--- src/rtl/game_pkg.sv ---
// game_pkg
// Shared types and constants for the game logic / renderer pipeline.
//   sched_state_t    : frame scheduler state encoding (IDLE is the reset value)
//   V_ACTIVE_DEFAULT : first vertical blanking line for the default video mode
//   sched_is_busy    : true while a tick sequence is in flight
package game_pkg;

  localparam int V_ACTIVE_DEFAULT = 720;

  typedef enum logic [2:0] {
    IDLE   = 3'd0,
    WAIT   = 3'd1,
    TICK   = 3'd2,
    LOAD   = 3'd3,
    SETTLE = 3'd4,
    READY  = 3'd5
  } sched_state_t;

  function automatic logic sched_is_busy(input sched_state_t s);
    return (s == TICK) || (s == LOAD) || (s == SETTLE) || (s == READY);
  endfunction

endpackage

--- src/rtl/frame_edge_detect.sv ---
// frame_edge_detect
// Registers the "first blanking pixel" coordinate match and emits a one-cycle
// frame_end on its rising edge, so a stalled scan position still yields a
// single event per frame.
// Ports:
//   clk, rst  : system clock, asynchronous active-high reset
//   x, y      : current pixel coordinates
//   frame_end : one-cycle pulse, high in the cycle after the match is sampled
module frame_edge_detect
  import game_pkg::*;
#(
  parameter int V_ACTIVE = V_ACTIVE_DEFAULT
) (
  input  logic        clk,
  input  logic        rst,
  input  logic [10:0] x,
  input  logic [9:0]  y,
  output logic        frame_end
);

  logic match;
  logic match_prev;

  always_ff @(posedge clk or posedge rst) begin
    if (rst) begin
      match      <= 1'b0;
      match_prev <= 1'b0;
    end else begin
      match      <= (x == 11'd0) && (y == 10'(V_ACTIVE));
      match_prev <= match;
    end
  end

  assign frame_end = match & ~match_prev;

endmodule

--- src/rtl/frame_scheduler.sv ---
// frame_scheduler
// Once every FRAMES_PER_TICK frames, at the start of vertical blanking, runs
// the update sequence: pulse time_tick_out, request a block load and wait for
// it (bounded by LOAD_TIMEOUT), let the block pipeline settle for PIPE_SETTLE
// cycles, then pulse block_position_ready_out.
// Ports:
//   clk_in, rst_in            : clock, asynchronous active-high reset
//   x_in, y_in                : pixel scan coordinates
//   run_in, pause_in          : sequencing enabled when run_in && !pause_in
//   load_done_in              : loader completion (level or pulse)
//   clear_err_in              : clears overrun_out / timeout_out
//   time_tick_out             : one-cycle pulse, advance game time
//   load_req_out              : one-cycle pulse, start the block loader
//   block_position_ready_out  : one-cycle pulse, block state is consistent
//   busy_out                  : a tick sequence is in flight
//   frame_count_out           : frame-end events since reset (wraps)
//   overrun_out, timeout_out  : sticky error flags
//   state_out                 : current FSM state (debug)
//
// Loader handshake: load_req_out is a single-cycle request issued on the first
// LOAD cycle; load_done_in is sampled on every LOAD cycle including that first
// one, and any high sample completes the load. Outside LOAD it is ignored.
module frame_scheduler
  import game_pkg::*;
#(
  parameter int V_ACTIVE        = V_ACTIVE_DEFAULT,
  parameter int FRAMES_PER_TICK = 1,
  parameter int PIPE_SETTLE     = 8,
  parameter int LOAD_TIMEOUT    = 1023
) (
  input  logic         clk_in,
  input  logic         rst_in,
  input  logic [10:0]  x_in,
  input  logic [9:0]   y_in,
  input  logic         run_in,
  input  logic         pause_in,
  input  logic         load_done_in,
  input  logic         clear_err_in,
  output logic         time_tick_out,
  output logic         load_req_out,
  output logic         block_position_ready_out,
  output logic         busy_out,
  output logic [15:0]  frame_count_out,
  output logic         overrun_out,
  output logic         timeout_out,
  output sched_state_t state_out
);

  // One counter serves both LOAD (timeout) and SETTLE, sized for the larger.
  localparam int              CW           = (LOAD_TIMEOUT > 255) ? $clog2(LOAD_TIMEOUT + 1) : 8;
  localparam logic [CW-1:0]   TIMEOUT_LAST = CW'(LOAD_TIMEOUT - 1);
  localparam logic [CW-1:0]   SETTLE_LAST  = CW'(PIPE_SETTLE - 1);
  localparam logic [7:0]      DIV_LAST     = 8'(FRAMES_PER_TICK - 1);

  sched_state_t    state;
  sched_state_t    next_state;
  logic            frame_end;
  logic            go;
  logic [7:0]      div;
  logic [CW-1:0]   cnt;
  logic            div_clr;
  logic            div_inc;
  logic            timeout_set;
  logic            overrun_set;
  logic            tick_d;
  logic            load_req_d;
  logic            ready_d;
  logic            busy_d;

  frame_edge_detect #(
    .V_ACTIVE (V_ACTIVE)
  ) u_edge (
    .clk       (clk_in),
    .rst       (rst_in),
    .x         (x_in),
    .y         (y_in),
    .frame_end (frame_end)
  );

  assign go          = run_in && !pause_in;
  // A frame end arriving mid-sequence is dropped, never queued.
  assign overrun_set = frame_end && sched_is_busy(state);
  assign state_out   = state;

  // State register
  always_ff @(posedge clk_in or posedge rst_in) begin
    if (rst_in) state <= IDLE;
    else        state <= next_state;
  end

  // Next-state logic
  always_comb begin
    next_state  = state;
    div_clr     = 1'b0;
    div_inc     = 1'b0;
    timeout_set = 1'b0;
    unique case (state)
      IDLE: begin
        if (go) next_state = WAIT;
      end
      WAIT: begin
        if (!go) begin
          next_state = IDLE;
        end else if (frame_end) begin
          if (div == DIV_LAST) begin
            div_clr    = 1'b1;
            next_state = TICK;
          end else begin
            div_inc = 1'b1;
          end
        end
      end
      TICK: begin
        next_state = LOAD;
      end
      LOAD: begin
        if (load_done_in) begin
          next_state = SETTLE;
        end else if (cnt == TIMEOUT_LAST) begin
          timeout_set = 1'b1;
          next_state  = SETTLE;
        end
      end
      SETTLE: begin
        if (cnt == SETTLE_LAST) next_state = READY;
      end
      READY: begin
        // run/pause changes mid-sequence only take effect here.
        next_state = go ? WAIT : IDLE;
      end
      default: next_state = IDLE;
    endcase
  end

  // Output decode, registered below so every output comes straight from a flop.
  always_comb begin
    tick_d     = (next_state == TICK);
    load_req_d = (next_state == LOAD) && (state != LOAD);
    ready_d    = (next_state == READY);
    busy_d     = sched_is_busy(next_state);
  end

  always_ff @(posedge clk_in or posedge rst_in) begin
    if (rst_in) begin
      time_tick_out            <= 1'b0;
      load_req_out             <= 1'b0;
      block_position_ready_out <= 1'b0;
      busy_out                 <= 1'b0;
    end else begin
      time_tick_out            <= tick_d;
      load_req_out             <= load_req_d;
      block_position_ready_out <= ready_d;
      busy_out                 <= busy_d;
    end
  end

  // Cycle counter: restarts on every state change, counts in LOAD and SETTLE.
  always_ff @(posedge clk_in or posedge rst_in) begin
    if (rst_in) begin
      cnt <= '0;
    end else if (state != next_state) begin
      cnt <= '0;
    end else if ((state == LOAD) || (state == SETTLE)) begin
      cnt <= cnt + CW'(1);
    end
  end

  // Frame divider survives IDLE so pausing does not lose partial progress.
  always_ff @(posedge clk_in or posedge rst_in) begin
    if (rst_in)       div <= 8'd0;
    else if (div_clr) div <= 8'd0;
    else if (div_inc) div <= div + 8'd1;
  end

  always_ff @(posedge clk_in or posedge rst_in) begin
    if (rst_in)         frame_count_out <= 16'd0;
    else if (frame_end) frame_count_out <= frame_count_out + 16'd1;
  end

  // Sticky flags: a set in the same cycle as a clear takes priority.
  always_ff @(posedge clk_in or posedge rst_in) begin
    if (rst_in) begin
      overrun_out <= 1'b0;
      timeout_out <= 1'b0;
    end else begin
      if (overrun_set)       overrun_out <= 1'b1;
      else if (clear_err_in) overrun_out <= 1'b0;
      if (timeout_set)       timeout_out <= 1'b1;
      else if (clear_err_in) timeout_out <= 1'b0;
    end
  end

endmodule

--- config.mk ---
export PLATFORM = sky130hd
export DESIGN_NAME = frame_scheduler
export DESIGN_NICKNAME = d
export VERILOG_FILES = /design/src/rtl/game_pkg.sv /design/src/rtl/frame_edge_detect.sv /design/src/rtl/frame_scheduler.sv
export SDC_FILE = /design/constraint.sdc
export NUM_CORES = 1
export LEC_CHECK = 0
export CORE_AREA = 2 2 84 86
export DETAILED_ROUTE_END_ITERATION = 6
export DIE_AREA = 0 0 86 88
export SYNTH_ARGS = -nofsm -noshare
export SYNTH_HDL_FRONTEND = slang
export SYNTH_SLANG_ARGS = --single-unit
--- constraint.sdc ---
create_clock -name clk_in -period 3.2 [get_ports clk_in]
set_input_delay 0.96 -clock clk_in [delete_from_list [all_inputs] [get_ports clk_in]]
set_output_delay 0.96 -clock clk_in [all_outputs]
set_load 0.03 [all_outputs]
# Word-level counts from Yosys, hierarchy flattened
# Cells that the tools add are included.
[op_classes]
bitwise = 2
n_eq_ne = 14
n_div = 0
reduce_logical = 19
n_shift = 0
order_cmp = 0
n_addsub = 3
mux = 27
n_mul = 0
[op_table]
columns = ["cell", "n"]
rows = [
  ["3-bit 2-to-1 mux", 7],
  ["10-bit equality test (second input constant)", 2],
  ["10-bit 2-to-1 mux", 2],
  ["3-bit case mux with 6 select lines", 1],
  ["16-bit by 1-bit adder with 16-bit output (second input constant)", 1],
  ["8-bit 2-to-1 mux", 2],
  ["1-bit 2-to-1 mux", 15],
  ["3-bit by 2-bit equality test with 1-bit output (second input constant)", 4],
  ["3-bit equality test (second input constant)", 4],
  ["11-bit logical NOT", 1],
  ["10-bit by 1-bit adder with 10-bit output (second input constant)", 1],
  ["10-bit by 3-bit equality test with 1-bit output (second input constant)", 1],
  ["8-bit by 1-bit adder with 8-bit output (second input constant)", 1],
  ["8-bit logical NOT", 1],
  ["2-bit nonzero test", 4],
  ["1-bit logical OR", 7],
  ["1-bit logical AND", 4],
  ["3-bit by 1-bit equality test with 1-bit output (second input constant)", 1],
  ["3-bit logical NOT", 1],
  ["3-bit by 2-bit inequality test with 1-bit output (second input constant)", 1],
  ["3-bit inequality test", 1],
  ["1-bit AND", 1],
  ["1-bit logical NOT", 1],
  ["1-bit inverter", 1],
]
[totals]
regBits = 45
n_memories = 0
out_inout_bits = 25
ramBits = 0
rom_bits = 0
latchBits = 0

# Longest topological paths before layout
[depth]
depth_word = 9
mapped_depth = 7
mapped_depth_nobuf = 7

# Modules after synthesis
# Synthesis repeated with hierarchy kept, for this count alone.
[hier_totals]
hier_cells = 211
hier_area_um2 = 2284.7
[modules_own_cells]
columns = ["module", "cells_each", "area_each_um2", "instances", "seq_area_each_um2"]
rows = [
  ["frame_scheduler", 199, 2168.3, 1, 1076.0],
  ["frame_edge_detect", 12, 116.4, 1, 50.0],
]

# Worst setup path after synthesis
# Ideal clock, no wire load.
[synth_path]
kind = "input to register"
start = "input port pause_in"
end = "register cnt[1]"
setup_ps = 126
arrival_ps = 2009
stages = 5
setup_slack_ps = 1066
path_buffers = 0
required_time_ps = 3074
cell_sequence = "or3b_1 > a2111oi_0 > a211oi_1 > nand3_2 > nor3_1"
[synth_between]
elab_chain_cells = 6
[synth_lines]
columns = ["element", "line_no", "text"]
rows = [
  ["start, declared", "frame_scheduler.sv:36", "input logic pause_in,"],
  ["1-bit logical NOT *", "frame_scheduler.sv:80", "assign go = run_in && !pause_in;"],
  ["1-bit logical AND *", "frame_scheduler.sv:80", ""],
  ["1-bit 2-to-1 mux (tied with other cells)", "frame_scheduler.sv:129", "next_state = go ? WAIT : IDLE;"],
  ["3-bit case mux with 6 select lines *", "frame_scheduler.sv:97", "unique case (state)"],
  ["3-bit inequality test *", "frame_scheduler.sv:161", "end else if (state != next_state) begin"],
  ["10-bit 2-to-1 mux or 2-bit nonzero test (tied branches)", "n/a", ""],
  ["end signal, assigned", "frame_scheduler.sv:164", "cnt <= cnt + CW'(1);"],
  ["end, declared", "frame_scheduler.sv:60", "logic [CW-1:0] cnt;"],
]
# Every way passes the cells marked *; elsewhere a longest branch is shown, timed or not.
# A chain may end at the register's enable or synchronous reset.

# Worst setup path after layout
[layout_path]
start = "register state[2], in the netlist state_out[2]"
end = "output port state_out[2]"
[layout_rtl]
columns = ["element", "line_no", "text"]
rows = [
  ["start, declared", "frame_scheduler.sv:55", "sched_state_t state;"],
  ["start signal, assigned", "frame_scheduler.sv:88", "else state <= next_state;"],
  ["end, declared", "frame_scheduler.sv:46", "output sched_state_t state_out"],
]
# No word-level cell between the ends.

==> metrics.txt <==
Hold Violations, Final 0; Seq/Total Area, Yosys around half; clock period minus worst slack about 2.6 ns; main area contributors after synthesis dfrtp_1, xnor2_1, xor2_1, ha_1, nor2_1; CP endpoint kind primary output; Slowest cell on crit path clkdlybuf4s50_1; Final Util between 40% and 50%; net switching power figure 234.0 uW; Hold EP u_edge.match_prev; internal power about 760 uW; Switching Share 23.47%; FF-to-FF End cnt[1]; die height around 88 um; Setup violations, final 0; most common cell in the synthesized netlist dfrtp_1; combinational share of power under 10%; # hold bufs at CTS 0; synth warn 0; hold_ws between 0.3 and 0.4 ns; first-pass GRT wire length approximately 8200 um; Yosys reg bits 45; initial cell density of the core between 30% and 40%; CP Data Required Time 2.24 ns; R2R depth 6; Post-DP Area approximately 2900 sq um; Non-Filler Instances about 360; Cell variety after synth 47; Sum Neg Setup Slack 0 ns; first-pass detailed-route iteration total 4; total setup buffers inserted after CTS 0; grt ovf 0; WP data arrival ~1.7 ns; Crit Reg-Reg Startpoint state_out[2]; crit share post-route between 80% and 90%; via count about 1,800; I/O pin total 52; hold crit path type flop to flop; DIE AREA approximately 7600 sq um; CP Cell Sequence clkdlybuf4s50_1; dpl hpwl roughly 3600 um; peak supply drop between 0.15 and 0.2 mV; Post-synth top cells dfrtp_1, nor2_1, nand2_1, xnor2_1, xor2_1; Antenna diodes 0; Port Buf Inserts 51; Routed Antenna Nets 0; part of the power in registers a little under three fifths; Synth Flop Type dfrtp_1; Via density 5.101; number of synthesized flops with an enable pin 0; clk_lat worst skew around 0.3 ns; Post-route DRC 0; status complete, no violations; worst-margin pin slew 0.6159 ns; DRT iter0 DRCs between 90 and 100; total track usage a little over an eighth; fmax about 380 MHz; Hold Path Origin u_edge.match; post_cts resized 0; syn_area_per_cell 10.36 sq um; fraction of registers with async set/reset 100.0%; CTS H-Tree Depth 2; row count 30; Static Leak roughly 1.3 nW; Bufs and invs on worst path 1; CP top delay family buffers and inverters; initial antenna violation count 0; largest net degree at the start of global routing 41; Final WS setup 0.5747 ns; Die X 86 um; clk buf depth 2; area occupied by multi-input gates ~1100 sq um; CTS root buf clkbuf_8; vias in the first global route between 1,500 and 2,000; Placed Instances 347; CTS clk-pin slew, worst paths 0.10 ns; post-synthesis net count between 200 and 300; Register Area ~1100 sq um; kind of critical path flop to primary output; critical path fanouts, max 14; Final Net Count between 300 and 400; power per cell area about 330 nW/um^2; Final Skew 0.01342 ns; top-area cell type share of the netlist area roughly 50%; WHS Path Cells 0; Setup WS pre-CTS roughly 0.41 ns; total CTS buffers 5; Area Growth Syn to Fin 30.64%; Mapped Area about 2300 sq um; Worst R2R Setup Slack about 0.95 ns; worst rel slew slack between 50 and 60%; routability cong. about 0.73; CP Launch Type flop; fillers around 650; total power 997.1 uW; cell taking the most area after synthesis dfrtp_1; CTS tree done; final slew viol count 0; Mapped Cells 220; max cap viols 0; area of the core approximately 6600 sq um; final wirelength between 4000 and 5000 um; wire per inst 13.53 um; CTS sink count 45; Largest stage delay, worst path roughly 0.77 ns; share of post-route cells with drive strength above 1 6.182%; fin area 2977 sq um; RSZ-0062 raised after global routing no; clock power share 36.3%
[power by group through the flow]
stage / clock network (mW) / registers [mW] / logic (mW)
2_1_floorplan: 0 / 0.582 / 0.0221
3_3_place_gp: 0 / 0.581 / 0.0665
3_5_place_dp: 0 / 0.581 / 0.0671
4_1_cts: 0.375 / 0.569 / 0.0672
5_1_grt: 0.399 / 0.570 / 0.0738
6_report: 0.362 / 0.569 / 0.0657
[routing by layer]
| layer | vias to the layer above | share of wire [%] | global-route usage (%) |
|---|---|---|---|
| met5 | - | 0 | 0 |
| met4 | 0 | 1.2 | 4.040 |
| met3 | 5 | 6.1 | 4.336 |
| met2 | 52 | 44 | 20.01 |
| met1 | 870 | 49 | 18.78 |
| li1 | 884 | - | - |
[worst register-to-register path, delay by kind of cell (launching register included)]
family | cells | cell delay [ns]
simple gates | 3 | 0.82
flops | 1 | 0.53
compound gates | 2 | 0.42
fa+ha+maj | 1 | 0.40
[placed cells by master, fill, tap and decap left out, types with 2 or more instances in the layout]
master / n
clkdlybuf4s50_1: 51
dfrtp_1: 45
nor2_1: 19
nand2_1: 17
xnor2_1: 17
xor2_1: 12
nand3_1: 10
nand4_1: 10
nor3_1: 7
inv_1: 6
ha_1: 6
nor2b_1: 5
a21oi_1: 5
clkbuf_8: 5
and3_1: 4
nor4_1: 4
buf_4: 4
nor4b_1: 3
nand2b_1: 3
o21ai_0: 3
and4bb_1: 2
and2_1: 2
a21o_1: 2
and3b_1: 2
nor3b_1: 2
a211oi_1: 2
and4_1: 2
or3b_1: 2
[how the worst max path moves through the flow]
stage,from,endpoint,slack (ns),cells past startpoint
after floorplan,pause_in,cnt[1],1.07,5
after global placement,run_in,cnt[1],0.44,6
after detailed placement,run_in,cnt[1],0.41,6
after CTS,state_out[2],state_out[2],0.56,1
after global routing,state_out[2],state_out[2],0.47,1
final,state_out[2],state_out[2],0.57,1
[sequential cells by signal (all words and copies together), names as in the netlist]
register / cells
busy_out: 1
time_tick_out: 1
load_req_out: 1
u_edge.match_prev: 1
cnt: 10
timeout_out: 1
block_position_ready_out: 1
u_edge.match: 1
div: 8
frame_count_out: 16
state_out: 3
overrun_out: 1
[cells by family after synthesis]
| family | after synthesis | share of synthesized area (%) |
|---|---|---|
| flops | 45 | 49.42 |
| compound gates | 24 | 7.688 |
| fa+ha+maj | 6 | 3.295 |
| buf+inv | 15 | 2.746 |
| simple gates | 99 | 24.77 |
| mux | 2 | 0.9335 |
| xor+xnor | 29 | 11.15 |
[layout make-up]
| type | instances | area share, % |
|---|---|---|
| clock buffers | 5 | 2.312 |
| multi-input cells | 160 | 36.61 |
| repair buffers | 55 | 18.16 |
| flip-flops and latches | 45 | 37.83 |
| inverters | 7 | 0.8827 |
| well taps | 80 | 3.363 |
| clock inverters | 3 | 0.8407 |
No activity file was read; power rests on OpenSTA's default activity.
